### src/rtl/dsp_bb_pkg.sv
// Shared helpers for the DSP-BB arithmetic blocks: pointer widths, limits and
// full-precision output width derivation.
package dsp_bb_pkg;

   localparam int DELAY_MAX = 256;

   function automatic int ptr_width(input int depth);
      return (depth <= 1) ? 1 : $clog2(depth);
   endfunction

   function automatic int out_width(input int iwidth);
      return iwidth + 1;
   endfunction

endpackage

### src/rtl/signed_delay_line.sv
// Circular history buffer of DEPTH samples; dout is the oldest entry, read
// asynchronously so the caller can consume it in the same cycle it is overwritten.
module signed_delay_line
   import dsp_bb_pkg::*;
#(
   parameter int WIDTH = 16,
   parameter int DEPTH = 4
) (
   input  logic             clk,
   input  logic             clr,
   input  logic             en,
   input  logic [WIDTH-1:0] din,
   output logic [WIDTH-1:0] dout
);

   localparam int PW = ptr_width(DEPTH);

   logic [WIDTH-1:0] mem [DEPTH];
   logic [PW-1:0]    wp;

   assign dout = mem[wp];

   always_ff @(posedge clk) begin
      if (clr) begin
         wp <= '0;
         for (int i = 0; i < DEPTH; i++) begin
            mem[i] <= '0;
         end
      end else if (en) begin
         mem[wp] <= din;
         if (wp == PW'(DEPTH - 1)) begin
            wp <= '0;
         end else begin
            wp <= wp + PW'(1);
         end
      end
   end

endmodule

### src/rtl/signed_comb.sv
// Registered comb stage y[n] = x[n] - x[n-DELAY]; 1-cycle latency, full
// precision output, accepts one sample per cycle with no backpressure.
module signed_comb
   import dsp_bb_pkg::*;
#(
   parameter int  IWIDTH = 16,
   parameter int  DELAY  = 4,
   localparam int OWIDTH = out_width(IWIDTH)
) (
   input  logic                     i_clk,
   input  logic                     i_reset,
   input  logic                     i_valid,
   input  logic signed [IWIDTH-1:0] i_x,
   output logic                     o_valid,
   output logic signed [OWIDTH-1:0] o_diff,
   output logic                     o_primed
);

   localparam int CW = $clog2(DELAY + 1);

   logic [IWIDTH-1:0] old;
   logic [CW-1:0]     prime_cnt;

   signed_delay_line #(
      .WIDTH (IWIDTH),
      .DEPTH (DELAY)
   ) u_hist (
      .clk  (i_clk),
      .clr  (i_reset),
      .en   (i_valid),
      .din  (i_x),
      .dout (old)
   );

   always_ff @(posedge i_clk) begin
      if (i_reset) begin
         o_valid   <= 1'b0;
         o_diff    <= '0;
         o_primed  <= 1'b0;
         prime_cnt <= '0;
      end else begin
         o_valid <= i_valid;
         if (i_valid) begin
            // Sign-extend both operands first so the difference cannot wrap.
            o_diff <= OWIDTH'(i_x) - OWIDTH'($signed(old));
            if (prime_cnt != CW'(DELAY)) begin
               prime_cnt <= prime_cnt + CW'(1);
            end
            if (prime_cnt == CW'(DELAY - 1)) begin
               o_primed <= 1'b1;
            end
         end
      end
   end

endmodule

### config.mk
export PLATFORM = sky130hd
export DESIGN_NAME = signed_comb
export DESIGN_NICKNAME = d
export VERILOG_FILES = /design/src/rtl/dsp_bb_pkg.sv /design/src/rtl/signed_delay_line.sv /design/src/rtl/signed_comb.sv
export SDC_FILE = /design/constraint.sdc
export NUM_CORES = 1
export LEC_CHECK = 0
export ABC_AREA = 1
export CORE_AREA = 2 2 120 122
export CTS_CLUSTER_DIAMETER = 50
export DETAILED_ROUTE_END_ITERATION = 12
export DIE_AREA = 0 0 122 124
export PLACE_DENSITY = 0.58
export RECOVER_POWER = 50
export SLEW_MARGIN = 10
export SYNTH_ARGS = -nofsm -noshare
export SYNTH_HDL_FRONTEND = slang
export SYNTH_SLANG_ARGS = --single-unit
export TNS_END_PERCENT = 30
### constraint.sdc
create_clock -name i_clk -period 2.9 [get_ports i_clk]
set_clock_uncertainty 0.05 [all_clocks]
set_input_delay 0.435 -clock i_clk [delete_from_list [all_inputs] [get_ports i_clk]]
set_output_delay 0.435 -clock i_clk [all_outputs]
set_load 0.005 [all_outputs]
==> flow_summary.html <==
<table>
<tr><th>Metric</th><th>Value</th></tr>
<tr><th colspan="2">Outcome</th></tr>
<tr><td>Run status</td><td>completed</td></tr>
<tr><th colspan="2">Final layout</th></tr>
<tr><td>Area overhead of the layout relative to synthesis</td><td>19.51%</td></tr>
<tr><td>Share of cells above drive strength 1</td><td>8.911%</td></tr>
<tr><td>Number of antenna repair diodes</td><td>0</td></tr>
<tr><td>Sequential cell area</td><td>2442 µm²</td></tr>
<tr><td>Fraction of the core area covered by cells at the end of the flow</td><td>41.28%</td></tr>
<tr><td>Footprint of the multi-input gates</td><td>1901 µm²</td></tr>
<tr><td>Final-layout fill cell count</td><td>1366</td></tr>
<tr><td>Final-stage net count</td><td>641</td></tr>
<tr><th colspan="2">Synthesis</th></tr>
<tr><td>Area of the mapped netlist</td><td>4738 µm²</td></tr>
<tr><td>Synthesized net count</td><td>599</td></tr>
<tr><td>Mean instance size in the synthesized netlist</td><td>8.476 µm²</td></tr>
<tr><td>Largest area contributor in the synthesized netlist</td><td>edfxtp_1</td></tr>
<tr><td>Top flip-flop cell by instance count after synthesis</td><td>edfxtp_1</td></tr>
<tr><td>Synth warn</td><td>0</td></tr>
<tr><td>Post-Syn Instances</td><td>559</td></tr>
<tr><td>Flip-flop and latch count after synthesis</td><td>90</td></tr>
<tr><td>Synth top area cells</td><td>edfxtp_1 (41%), nand2_1 (14%), dfxtp_1 (11%)</td></tr>
<tr><td>Number of flops mapped to enable cells by yosys</td><td>64</td></tr>
<tr><td>Sequential element share of the synthesized area</td><td>51.54%</td></tr>
<tr><td>Distinct cells, synth</td><td>31</td></tr>
<tr><td>Ys async rst share</td><td>0%</td></tr>
<tr><td>Top-area cell type share of the netlist area</td><td>40.56%</td></tr>
<tr><td>Top post-synthesis cells by count</td><td>nand2_1 (173), inv_1 (71), nor2_1 (68)</td></tr>
<tr><td>Most frequently used cell type in the post-synthesis netlist</td><td>nand2_1</td></tr>
<tr><th colspan="2">Die</th></tr>
<tr><td>Horizontal extent of the die</td><td>122 µm</td></tr>
<tr><td>Standard cell core area</td><td>13720 µm²</td></tr>
<tr><td>Initial Util</td><td>34.54%</td></tr>
<tr><td>Die Y-Extent</td><td>124 µm</td></tr>
<tr><td>Number of cell rows</td><td>43</td></tr>
<tr><td>Number of primary I/O pins</td><td>38</td></tr>
<tr><td>Total die area</td><td>15130 µm²</td></tr>
<tr><th colspan="2">Clock network</th></tr>
<tr><td>Clock sink count</td><td>90</td></tr>
<tr><td>Post CTS Setup Buffer Count</td><td>0</td></tr>
<tr><td>TritonCTS clock tree</td><td>done</td></tr>
<tr><td>Clock transition time at the flip-flop clock pins of the worst setup and hold paths</td><td>0.06 ns</td></tr>
<tr><td>Clock Root Buffer</td><td>clkbuf_16</td></tr>
<tr><td>TritonCTS buffer count</td><td>9</td></tr>
<tr><td>Worst-case clock buffer depth</td><td>2</td></tr>
<tr><td>Number of cells upsized or downsized after cts</td><td>0</td></tr>
<tr><td>CTS hold repair buffers</td><td>0</td></tr>
<tr><td>CTS H-tree lvls</td><td>3</td></tr>
<tr><td>Clk Latency, worst-skew pair</td><td>0.34 ns</td></tr>
<tr><th colspan="2">Detailed routing</th></tr>
<tr><td>Number of antenna-violating nets in the routed design</td><td>0</td></tr>
<tr><td>DRC viols</td><td>0</td></tr>
<tr><td>Total length of routed wires</td><td>11.30 mm</td></tr>
<tr><td>Vias</td><td>3682</td></tr>
<tr><td>TritonRoute pass-1 iters</td><td>5</td></tr>
<tr><td>Via count normalized by instance count</td><td>4.684</td></tr>
<tr><td>DR iter-0 viols</td><td>241</td></tr>
<tr><td>Average wire per standard cell</td><td>14.37 µm</td></tr>
<tr><th colspan="2">Critical path</th></tr>
<tr><td>Kind of start point of the critical path</td><td>input pin</td></tr>
<tr><td>Sort of element at the end of the critical path</td><td>flip-flop</td></tr>
<tr><td>Largest fanout on the critical path</td><td>26</td></tr>
<tr><td>Worst EP arrival</td><td>2.42 ns</td></tr>
<tr><td>Cell type of the slowest stage on the worst timing path</td><td>clkbuf_1</td></tr>
<tr><td>Kind of cell adding the most delay to the critical path</td><td>buffers and inverters</td></tr>
<tr><td>Cell mode on critical path</td><td>nor2_1</td></tr>
<tr><td>Cells traversed along the worst timing path</td><td>dlygate4sd3_1 -&gt; nand2_4 -&gt; nor2_1 -&gt; nand2_2 -&gt; clkbuf_1 -&gt; nor2_1</td></tr>
<tr><td>Worst R2R Path Depth</td><td>15</td></tr>
<tr><td>Category of the critical setup timing path</td><td>in2reg</td></tr>
<tr><td>Required arrival time at the worst endpoint</td><td>2.90 ns</td></tr>
<tr><td>Buffers and inverters on the worst path</td><td>2</td></tr>
<tr><td>Slowest Stage Delay on Critical Path</td><td>0.70 ns</td></tr>
<tr><td>Crit. path cell count</td><td>6</td></tr>
<tr><th colspan="2">Global routing</th></tr>
<tr><td>Vias in the first global route</td><td>3604</td></tr>
<tr><td>First-pass GRT wire length</td><td>18.72 mm</td></tr>
<tr><td>Maximum number of pins on one net before global-route repair</td><td>33</td></tr>
<tr><td>Initial antenna violation count</td><td>0</td></tr>
<tr><td>Leftover overflow at the end of global routing</td><td>0</td></tr>
<tr><td>Total global routing track utilization</td><td>16.20%</td></tr>
<tr><th colspan="2">Timing</th></tr>
<tr><td>RSZ-0062 raised after global routing</td><td>no</td></tr>
<tr><td>Number of hold violations in the final report</td><td>0</td></tr>
<tr><td>Final hold slack</td><td>0.3985 ns</td></tr>
<tr><td>Slew headroom</td><td>37.03%</td></tr>
<tr><td>Actual slew at the worst max-slew pin</td><td>0.9446 ns</td></tr>
<tr><td>Number of max-slew violations in the final report</td><td>0</td></tr>
<tr><td>Setup TNS</td><td>0 ns</td></tr>
<tr><td>Period utilisation layout</td><td>83.35%</td></tr>
<tr><td>Shortest period the worst path allows</td><td>2.417 ns</td></tr>
<tr><td>Final setup violation count</td><td>0</td></tr>
<tr><td>Highest clock rate</td><td>413.7 MHz</td></tr>
<tr><th colspan="2">Job</th></tr>
<tr><td>Max-cap check violation count</td><td>0</td></tr>
<tr><th colspan="2">Power and ir drop</th></tr>
<tr><td>Leakage power total</td><td>0.002617 µW</td></tr>
<tr><td>Power per unit of standard cell area</td><td>634.8 nW/µm²</td></tr>
<tr><td>Clock power share</td><td>34.5%</td></tr>
<tr><td>Switching Share</td><td>28.71%</td></tr>
<tr><td>Internal Dissipation</td><td>2563 µW</td></tr>
<tr><td>Gate power share</td><td>22.8%</td></tr>
<tr><td>Peak ir drop on the vdd network</td><td>347.4 µV</td></tr>
<tr><td>Total net switching power</td><td>1032 µW</td></tr>
<tr><td>Seq pwr share</td><td>42.7%</td></tr>
<tr><th colspan="2">Worst hold path</th></tr>
<tr><td>Hold-critical path depth</td><td>2</td></tr>
<tr><td>Worst min-delay path class</td><td>reg2reg</td></tr>
<tr><th colspan="2">Placement</th></tr>
<tr><td>Quantity of I/O buffers inserted on ports</td><td>37</td></tr>
<tr><td>Post-detail-place hpwl</td><td>7.753 mm</td></tr>
<tr><td>Routability cong.</td><td>0.8086</td></tr>
</table>
metal layers:
metal  vias to the layer above  GRT usage [%]  routed length (µm)
li1                       1895              -                   -
met1                      1701          21.24                5165
met2                        74          27.55                5559
met3                        12          2.198                 390
met4                         0          5.675                 182
met5                         -              0                   0
state kept, by name, indices dropped and copies added, names as in the netlist, named ones only:
signal and cells:
o_valid 1, u_hist.mem 64, prime_cnt 3, u_hist.wp 2, o_diff 17, o_primed 1
worst register-to-register path, cell delays in order (launching register included):
cell	delay, ns
dfxtp_1	0.31
buf_4	0.25
o21ai_0	0.20
o22ai_1	0.10
ha_1	0.24
fa_1	0.39
inv_1	0.08
nand2_1	0.07
nand2_1	0.10
nand3_1	0.09
nand2_2	0.11
nand2_1	0.07
nand2_1	0.06
nand2_1	0.04
nand3_1	0.07
nand2_1	0.05
final cells by class:
cell class                 count  area share [%]
timing repair buffer          49           8.794
inverter                      76           5.038
clock buffer                  11           4.110
tap                          180           3.977
multi-input combinational    375           33.56
sequential                    90           43.13
clock inverter                 5           1.392
final timing paths:
path	start	to	slack, ns
hold / removal	o_diff[6]	o_diff[6]	0.40
hold reg to reg	o_diff[6]	o_diff[6]	0.40
setup reg to reg	flip-flop	o_diff[12]	0.52
setup / recovery	i_valid	u_hist.mem[1][1]	0.48
layout by cell type (no fill, tap or decap), types with 5 or more instances in the layout:
cell type,instances
a21oi_1,30
a32o_1,15
clkbuf_16,9
clkdlybuf4s50_1,17
dfxtp_1,26
dlygate4sd3_1,20
edfxtp_1,64
ha_1,20
inv_1,71
inv_2,5
nand2_1,173
nand2_2,5
nand3_1,16
nor2_1,70
nor2_2,11
o21ai_0,13
kinds of logic after synthesis:
group	count (synthesis)	synth area share, %
and+or+nand+nor	291	25.98
AOI/OAI and AO/OA	63	8.609
buffers and inverters	94	8.159
DFF	90	51.54
adders and majority gates	21	5.704
per-stage QoR:
step | power [µW] | std cells | cell area (µm²) | worst slack [ns]
final | 3595 | 786 | 5663 | 0.4829
after global routing | 3787 | 786 | 5663 | 0.1817
after CTS | 3644 | 786 | 5689 | 0.5112
after detailed placement | 2400 | 770 | 5378 | 0.3672
after global placement | 2393 | 770 | 5378 | 0.4004
after floorplan | 2098 | 559 | 4738 | 0.6202
power by group through the flow:
stage               Clock [µW]  Combinational, µW  Sequential, µW
global placement             0                830            1560
finish                    1240                819            1530
detailed placement           0                836            1560
global route              1310                932            1550
CTS                       1260                843            1540
floorplan                    0                539            1560
Note: power is estimated with default switching activity, not from simulation.
